## src/rtl/pg_domain_sequencer_pkg.sv

```systemverilog
// pg_pkg: shared types and defaults for the power-domain sequencer.
//   pg_state_t          - sequencer state encoding
//   PG_CNT_W_DEFAULT    - default wait-counter width
//   PG_SETTLE_DEFAULT   - default rail settle wait (cycles)
//   PG_TIMEOUT_DEFAULT  - default power-switch handshake timeout (cycles)
package pg_pkg;

    localparam int unsigned PG_CNT_W_DEFAULT   = 4;
    localparam int unsigned PG_SETTLE_DEFAULT  = 4;
    localparam int unsigned PG_TIMEOUT_DEFAULT = 12;

    typedef enum logic [3:0] {
        ST_ON,
        ST_PD_CLK,
        ST_PD_ISO,
        ST_PD_SAVE,
        ST_PD_SW,
        ST_OFF,
        ST_PU_SW,
        ST_PU_SETTLE,
        ST_PU_RESTORE,
        ST_PU_ISO,
        ST_PU_CLK
    } pg_state_t;

endpackage

```

## src/rtl/pg_domain_sequencer_wait_counter.sv

```systemverilog
// pg_wait_counter: clearable saturating up-counter with a compare-to-limit
// flag, shared by the switch-handshake timeout and the rail settle wait.
//   clk     in  always-on clock
//   reset   in  async reset, active-high
//   clr_i   in  synchronous clear (counter reads 0 in the following cycle)
//   limit_i in  wait length in cycles (1..2^CNT_W-1)
//   done_o  out 1 in the last cycle of a limit_i-cycle wait
module pg_wait_counter #(
    parameter int unsigned CNT_W = pg_pkg::PG_CNT_W_DEFAULT
) (
    input  logic             clk,
    input  logic             reset,
    input  logic             clr_i,
    input  logic [CNT_W-1:0] limit_i,
    output logic             done_o
);

    logic [CNT_W-1:0] cnt_q;

    always_ff @(posedge clk or posedge reset) begin
        if (reset) begin
            cnt_q <= '0;
        end else if (clr_i) begin
            cnt_q <= '0;
        end else if (cnt_q != '1) begin
            cnt_q <= cnt_q + CNT_W'(1);
        end
    end

    // The counter reads 0 in the first cycle of a wait, so the limit-th
    // cycle is the one where it holds limit-1; the owner leaves on that edge.
    assign done_o = (cnt_q >= (limit_i - CNT_W'(1)));

endmodule

```

## src/rtl/pg_domain_sequencer.sv

```systemverilog
// pg_domain_sequencer: always-on controller for one gated ALU power domain.
// Sequences clock gating, isolation, retention save/restore and the power
// switch handshake in a fixed safe order for power-down and power-up.
//   clk         in  always-on clock
//   reset       in  async reset, active-high (returns to ON, rail up)
//   idle_in     in  domain idle indication (level)
//   wake_req    in  wake request (level), has priority over idle_in
//   sw_ack      in  power switch status, 1 = rail up
//   sw_en       out power switch enable, 1 = rail on
//   clk_en      out domain clock enable
//   iso_en      out output isolation clamp enable
//   save        out one-cycle retention save pulse
//   restore     out one-cycle retention restore pulse
//   domain_on   out 1 only in state ON
//   busy        out 1 in any state other than ON or OFF
//   timeout_err out sticky switch-handshake timeout flag
module pg_domain_sequencer #(
    parameter int unsigned SETTLE_CYCLES = pg_pkg::PG_SETTLE_DEFAULT,
    parameter int unsigned SW_TIMEOUT    = pg_pkg::PG_TIMEOUT_DEFAULT,
    parameter int unsigned CNT_W         = pg_pkg::PG_CNT_W_DEFAULT
) (
    input  logic clk,
    input  logic reset,
    input  logic idle_in,
    input  logic wake_req,
    input  logic sw_ack,
    output logic sw_en,
    output logic clk_en,
    output logic iso_en,
    output logic save,
    output logic restore,
    output logic domain_on,
    output logic busy,
    output logic timeout_err
);

    import pg_pkg::*;

    pg_state_t        state_q, state_d;
    logic             wake_pend_q, wake_pend_d;
    logic             timeout_err_q, timeout_err_d;
    logic             sw_en_q, clk_en_q, iso_en_q, save_q, restore_q;
    logic             domain_on_q, busy_q;
    logic             wait_done;
    logic             wait_clr;
    logic [CNT_W-1:0] wait_limit;

    // One counter serves both waits; only PU_SETTLE uses the settle length.
    assign wait_limit = (state_q == ST_PU_SETTLE) ? CNT_W'(SETTLE_CYCLES)
                                                  : CNT_W'(SW_TIMEOUT);
    assign wait_clr   = (state_d != state_q);

    pg_wait_counter #(
        .CNT_W (CNT_W)
    ) u_wait (
        .clk     (clk),
        .reset   (reset),
        .clr_i   (wait_clr),
        .limit_i (wait_limit),
        .done_o  (wait_done)
    );

    always_comb begin
        state_d       = state_q;
        wake_pend_d   = wake_pend_q;
        timeout_err_d = timeout_err_q;
        case (state_q)
            ST_ON: begin
                if (idle_in && !wake_req) state_d = ST_PD_CLK;
            end
            ST_PD_CLK: begin
                state_d = wake_req ? ST_PU_CLK : ST_PD_ISO;
            end
            ST_PD_ISO: begin
                state_d = wake_req ? ST_PU_ISO : ST_PD_SAVE;
            end
            ST_PD_SAVE: begin
                // Rail never dropped, so an abort here skips restore.
                state_d = wake_req ? ST_PU_ISO : ST_PD_SW;
            end
            ST_PD_SW: begin
                // Committed: a wake seen now is served once the rail is down.
                if (wake_req) wake_pend_d = 1'b1;
                if (!sw_ack) begin
                    state_d = ST_OFF;
                end else if (wait_done) begin
                    timeout_err_d = 1'b1;
                    state_d       = ST_PU_SW;
                end
            end
            ST_OFF: begin
                if (wake_req || wake_pend_q) state_d = ST_PU_SW;
            end
            ST_PU_SW: begin
                if (sw_ack) begin
                    state_d = ST_PU_SETTLE;
                end else if (wait_done) begin
                    timeout_err_d = 1'b1;
                    state_d       = ST_PU_SETTLE;
                end
            end
            ST_PU_SETTLE: begin
                if (wait_done) state_d = ST_PU_RESTORE;
            end
            ST_PU_RESTORE: state_d = ST_PU_ISO;
            ST_PU_ISO:     state_d = ST_PU_CLK;
            ST_PU_CLK:     state_d = ST_ON;
            default:       state_d = ST_ON;
        endcase
        // Any entry into power-up consumes the pending wake.
        if (state_d == ST_PU_SW) wake_pend_d = 1'b0;
    end

    // Outputs are decoded from the next state so they change on the same
    // edge that enters the state.
    always_ff @(posedge clk or posedge reset) begin
        if (reset) begin
            state_q       <= ST_ON;
            wake_pend_q   <= 1'b0;
            timeout_err_q <= 1'b0;
            sw_en_q       <= 1'b1;
            clk_en_q      <= 1'b1;
            iso_en_q      <= 1'b0;
            save_q        <= 1'b0;
            restore_q     <= 1'b0;
            domain_on_q   <= 1'b1;
            busy_q        <= 1'b0;
        end else begin
            state_q       <= state_d;
            wake_pend_q   <= wake_pend_d;
            timeout_err_q <= timeout_err_d;
            sw_en_q       <= !((state_d == ST_PD_SW) || (state_d == ST_OFF));
            clk_en_q      <= (state_d == ST_ON) || (state_d == ST_PU_CLK);
            iso_en_q      <= !((state_d == ST_ON)     || (state_d == ST_PD_CLK) ||
                               (state_d == ST_PU_ISO) || (state_d == ST_PU_CLK));
            save_q        <= (state_d == ST_PD_SAVE);
            restore_q     <= (state_d == ST_PU_RESTORE);
            domain_on_q   <= (state_d == ST_ON);
            busy_q        <= !((state_d == ST_ON) || (state_d == ST_OFF));
        end
    end

    assign sw_en       = sw_en_q;
    assign clk_en      = clk_en_q;
    assign iso_en      = iso_en_q;
    assign save        = save_q;
    assign restore     = restore_q;
    assign domain_on   = domain_on_q;
    assign busy        = busy_q;
    assign timeout_err = timeout_err_q;

endmodule

```

## config.mk

```make
export PLATFORM = sky130hd
export DESIGN_NAME = pg_domain_sequencer
export DESIGN_NICKNAME = d
export VERILOG_FILES = /design/src/rtl/pg_domain_sequencer_pkg.sv /design/src/rtl/pg_domain_sequencer_wait_counter.sv /design/src/rtl/pg_domain_sequencer.sv
export SDC_FILE = /design/constraint.sdc
export NUM_CORES = 1
export LEC_CHECK = 0
export BUFFER_PORTS_ARGS = -buffer_cell sky130_fd_sc_hd__buf_2
export CORE_MARGIN = 8
export CORE_UTILIZATION = 37
export DETAILED_ROUTE_END_ITERATION = 12
export GPL_TIMING_DRIVEN = 0
export PLACE_DENSITY = 0.53
export REMOVE_ABC_BUFFERS = 1
export SYNTH_ARGS = -nofsm -noshare
export SYNTH_HDL_FRONTEND = slang
export SYNTH_HIERARCHICAL = 1
export SYNTH_SLANG_ARGS = --single-unit
```

## constraint.sdc

```tcl
create_clock -name clk -period 9.1 [get_ports clk]
set_clock_uncertainty 0.2 [all_clocks]
set_input_delay 1.82 -clock clk [delete_from_list [all_inputs] [get_ports clk]]
set_output_delay 1.82 -clock clk [all_outputs]
set_load 0.1 [all_outputs]
```

==> flow_summary.yaml, run 1 <==
drt:
  num_vias: 839
  drt_iter0_markers: 28
  drc: 0
  vias_per_cell: 5.24
  wl_um: 2140
  drtPass1Iterations: 4
  antenna_left: 0
  wl_per_cell_um: 13.4
setup_path:
  cp_cell_sequence: "nand4b_1, xnor2_1, ha_1, a2111oi_4, nor3_1, nor2_1, or4_1, xnor2_1, o211ai_1, nor3_1"
  cp-start-kind: "flop"
  required_ps: 9120
  crit_slowest_cell: "or4_1"
  critPathBufInv: 0
  crit_fanout: 16
  crit_family: "simple AND/OR/NAND/NOR gates"
  endpoint_kind: "flop"
  critPathMaxStageDelay_ps: 680
  crit_type: "reg2reg"
  crit_arrival_ps: 3640
cells_and_area:
  design_area_mm2: 0.00119
  fin_cells: 160
  final_nets: 141
  areaGrowthSynthToFinish_pct: 9.16
  drive_above_1_share_pct: 20.2
  diodes: 0
timing:
  max_slew_margin_pct: 58.3
  hold_viol_final: 0
  setup_viol: 0
  timing.final.crit_period_ps: 3630
  tightestPinTransition_ps: 621
  rsz0062_at_grt: "false"
  clock.fmax_mhz: 276
  report.final.slew_viol_count: 0
  setup_tns_ps: 0
  post-route-period-util_pct: 39.8
  setup_slack_ps: 5470
synthesis:
  syn_avg_cell_area_um2: 9.50
  synth-seq-area-share_pct: 39.3
  synth-simple-area-share_pct: 21.1
  synth_async_sr_flop_share_pct: 100
  synth_compound_area_share_pct: 19.5
  synth_fa_ha_area_share_pct: 6.87
  synth_top_area_cell: "dfrtp_1"
  ys.flop_type: "dfrtp_1"
  ys_warn_count: 6
  synth_top_area_share_pct: 32.1
  synth_edf_count: 0
  synth_seq_cells: 17
  ys_top_cells_by_area: "dfrtp_1 32%, dfstp_2 7.2%, ha_1 6.9%, nor2_1 4.1%, xnor2_1 4.0%"
  yosysUniqueCellTypes: 46
  synth_area_mm2: 0.00109
  synth-xor-area-share_pct: 4.81
  syn_inst: 115
  synthMuxAreaShare_pct: 0.916
  synth_top_family_by_area: "simple AND/OR/NAND/NOR gates"
clocking:
  cts_hold_buffers: 0
  cts.sinks: 17
  cts_tree: "done"
  post-cts-setup-buffers: 0
  cts_root_buf: "clkbuf_4"
  path_clk_slew_ps: 100
  cts_buffer_depth: 2
  htree_num_levels: 1
  cts_resized: 0
  cts_buffers: 3
  clock_latency_ps: 300
placed_design:
  pre_cts_slack_ps: 5120
  io_buffers: 12
  hpwlAfterDp_um: 1560
  place_congestion: 0.794
  dpl_cell_area_mm2: 0.00116
  post-place-cells: 156
die:
  die_y_um: 70.3
  rows: 19
  initial_core_util_pct: 39.3
  die_w_um: 70.3
  die-area_mm2: 0.00495
  core_mm2: 0.00278
  ios: 13
grt:
  grt_pass1_wl_um: 3870
  overflow: 0
  grt_antenna_before_repair: 0
  grt_pass1_vias: 838
  grt_max_degree: 17
  grt_usage_pct: 9.40
hold_path:
  hold_class: "reg2reg"
outcome:
  status: "completed"
job:
  drv_cap: 0
## layout by cell type (no fill, tap or decap), types with 2 or more instances in the layout
cell type  netlist  layout
dfrtp_1         14      14
nor2_1          12      12
buf_2            3      12
inv_1            7       7
nand3_1          6       6
conb_1           2       6
ha_1             6       6
xnor2_1          5       5
nor3_1           5       5
a21oi_1          4       4
nand2_1          4       4
a31oi_1          4       4
nor3b_1          3       3
dfstp_2          3       3
clkbuf_4         0       3
nand2b_1         2       2
o21a_1           2       2
a2111oi_0        2       2
o21ai_0          2       2
## registers in the layout (all words and copies together), names as in the netlist
name          count
busy              1
clk_en            1
domain_on         1
iso_en            1
restore           1
save              1
state_q           4
sw_en             1
timeout_err       1
u_wait/cnt_q      4
wake_pend_q       1
## Yosys cell counts, types with 2 or more instances
cell and n:
inv_1 7, nand3_1 6, buf_4 2, nor2_1 12
ha_1 6, nor3b_1 3, a2111oi_0 2, nand2b_1 2
dfrtp_1 14, nor3_1 5, conb_1 2, dfstp_2 3
buf_2 3, a21oi_1 4, xnor2_1 5, o21a_1 2
nand2_1 4, a31oi_1 4, o21ai_0 2
## worst paths after layout
kind	startpoint	to	slack, ps	depth (start not counted)
max	state_q[0]	u_wait/cnt_q[3]	5470	10
min	timeout_err	timeout_err	270	1
max in group asynchronous	reset	clk_en	7010	2
max reg2reg	state_q[0]	u_wait/cnt_q[3]	5470	10
min reg2reg	timeout_err	timeout_err	270	1
min in group asynchronous	reset	u_wait/cnt_q[2]	1190	2
## metal layers
metal  wire length [um]  global-route usage (%)  vias to the layer above
li1                   -                       -                      430
met3                126                    4.10                        6
met2                916                    13.4                       17
met4                 49                    4.46                        0
met5                  0                       0                        -
met1               1050                    11.8                      386
## through the flow
stage | utilization (%) | hold slack (ps)
after floorplan | - | 337
after global placement | 41.9 | 241
after detailed placement | 41.9 | 250
after CTS | 42.9 | 283
after global routing | 42.9 | 290
final | 42.9 | 271
## final cells by class
cell class                 count  area [um^2]
clock buffer                   3         22.5
clock inverter                 1         5.00
fill                         287         1590
inverter                       9         33.8
multi-input combinational     87          603
sequential                    17          429
tap                           31         38.8
timing repair buffer          12         60.1
## worst reg2reg max path: cells and delay by family (launching register included)
| kind | cells | cell delay (ps) |
|---|---|---|
| xor gates and xnor gates | 2 | 410 |
| AOI/OAI and AO/OA | 2 | 240 |
| DFF | 1 | 660 |
| adders and majority gates | 1 | 260 |
| and+or+nand+nor | 5 | 1770 |
## cell families (layout without fill, tap and decap cells)
logic type               Yosys count  count (layout)
buffers and inverters             15              25
flip-flops                        17              17
adder cells (fa/ha/maj)            6               6
multiplexers                       1               1
other                              2               6
AO/OA/AOI/OAI                     26              26
XOR/XNOR                           6               6
AND/OR/NAND/NOR                   42              42
Power of run 1 is not shown: default switching activity piles up to over one toggle a cycle in this logic, so the estimate is an artifact.
==> run 2, diff against run 1 <==
- clock period: 9.1 -> 3.45 ns (I/O delays scaled with it)
==> flow_summary.yaml, run 2 (same netlist as run 1, synthesis figures left out) <==
clocking:
  path_clk_slew_ps: 100
  cts_buffers: 3
  cts.sinks: 17
  clock_latency_ps: 300
  cts_tree: "done"
  htree_num_levels: 1
  cts_buffer_depth: 2
  post-cts-setup-buffers: 0
  cts_root_buf: "clkbuf_4"
setup_path:
  crit_fanout: 12
  critPathMaxStageDelay_ps: 510
  required_ps: 3430
  worstReg2RegStart: "state_q[3]"
  crit_type: "reg2reg"
  crit_arrival_ps: 3130
  cp-start-kind: "flop"
  crit_slowest_cell: "dfrtp_2"
  crit_start: "state_q[3]"
  endpoint_kind: "flop"
  cp_cell_sequence: "nand4b_1, xnor2_1, ha_1, a2111oi_4, nor3_4, nor3b_1, a221o_1, nand2_1, o211ai_1, nor3_1"
timing:
  hold_viol_final: 0
  post-route-period-util_pct: 91.3
  setup_viol: 0
  clock.fmax_mhz: 318
  max_slew_margin_pct: 57.8
  tightestPinTransition_ps: 616
  rsz0062_at_grt: "false"
  setup_slack_ps: 302
  timing.final.crit_period_ps: 3150
  report.final.slew_viol_count: 0
drt:
  wl_per_cell_um: 13.4
  antenna_left: 0
  drtPass1Iterations: 4
  drt_iter0_markers: 27
  wl_um: 2150
  drc: 0
  num_vias: 840
  vias_per_cell: 5.25
grt:
  grt_usage_pct: 9.40
  grt_pass1_wl_um: 3870
  grt_pass1_vias: 836
  grt_antenna_before_repair: 0
  overflow: 0
  grt_max_degree: 17
cells_and_area:
  multi_input_area_um2: 618
  drive_above_1_share_pct: 24.8
  top_regs: "state_q (4), u_wait/cnt_q (4)"
  register_area_um2: 434
  design_area_mm2: 0.00121
  final_cell_mix: "12 x nor2_1, 12 x buf_2, 10 x dfrtp_1"
  final_nets: 141
  fillers: 286
  fin_cells: 160
  utilization_pct: 43.6
  diodes: 0
  areaGrowthSynthToFinish_pct: 11.0
hold_path:
  hold_class: "in2async"
placed_design:
  hpwlAfterDp_um: 1560
  pre_cts_slack_ps: -176
  post-place-cells: 156
  io_buffers: 12
  dpl_cell_area_mm2: 0.00116
  place_congestion: 0.794
die:
  die_w_um: 70.3
  ios: 13
  die-area_mm2: 0.00495
  rows: 19
  die_y_um: 70.3
  initial_core_util_pct: 39.3
  core_mm2: 0.00278
job:
  drv_cap: 0
outcome:
  status: "completed"
-- run 2: worst max-delay path: cells and delay by family (launching register included) --
| family | cells | cell delay (ps) |
|---|---|---|
| simple gates | 5 | 1140 |
| compound gates | 3 | 720 |
| flops | 1 | 510 |
| fa+ha+maj | 1 | 260 |
| xor+xnor | 1 | 200 |
-- run 2: layout make-up --
cell class                      count  share of cell area, %
Inverter                            9                   2.79
Timing Repair Buffer               12                   4.95
Clock inverter                      1                  0.413
Clock buffer                        3                   1.86
Tap cell                           31                   3.20
Sequential cell                    17                   35.8
Multi-Input combinational cell     87                   51.0
-- run 2: repair_timing --
action / CTS / global route
hold buffers: 0 / 0
endpoints found under the setup margin: 4 / 4
gates resized for setup: 3 / 4
-- run 2: worst paths after layout --
| check | end | slack (ps) | cells after the start |
|---|---|---|---|
| setup / recovery | u_wait/cnt_q[3] | 300 | 10 |
| hold / removal | u_wait/cnt_q[2] | 60 | 2 |
| setup reg to reg | u_wait/cnt_q[3] | 300 | 10 |
| hold reg to reg | timeout_err | 270 | 1 |
| max in group asynchronous | state_q[2] | 2490 | 2 |
| min in group clk | timeout_err | 270 | 1 |
-- run 2: metal layers --
layer / part of all wire, % / track usage, % / vias up / wire length (um)
li1: - / - / 428 / -
met2: 43 / 13.5 / 17 / 918
met4: 2.2 / 4.46 / 0 / 48
met5: 0 / 0 / - / 0
met3: 6.0 / 4.10 / 6 / 129
met1: 49 / 11.7 / 389 / 1050
-- run 2: through the flow --
stage               TNS [ps]  hold slack (ps)
floorplan                  0              256
global placement        -607              241
detailed placement      -542              250
CTS                        0             57.2
global route               0             65.9
finish                     0             62.6
Power of run 2 is left out for the same reason.
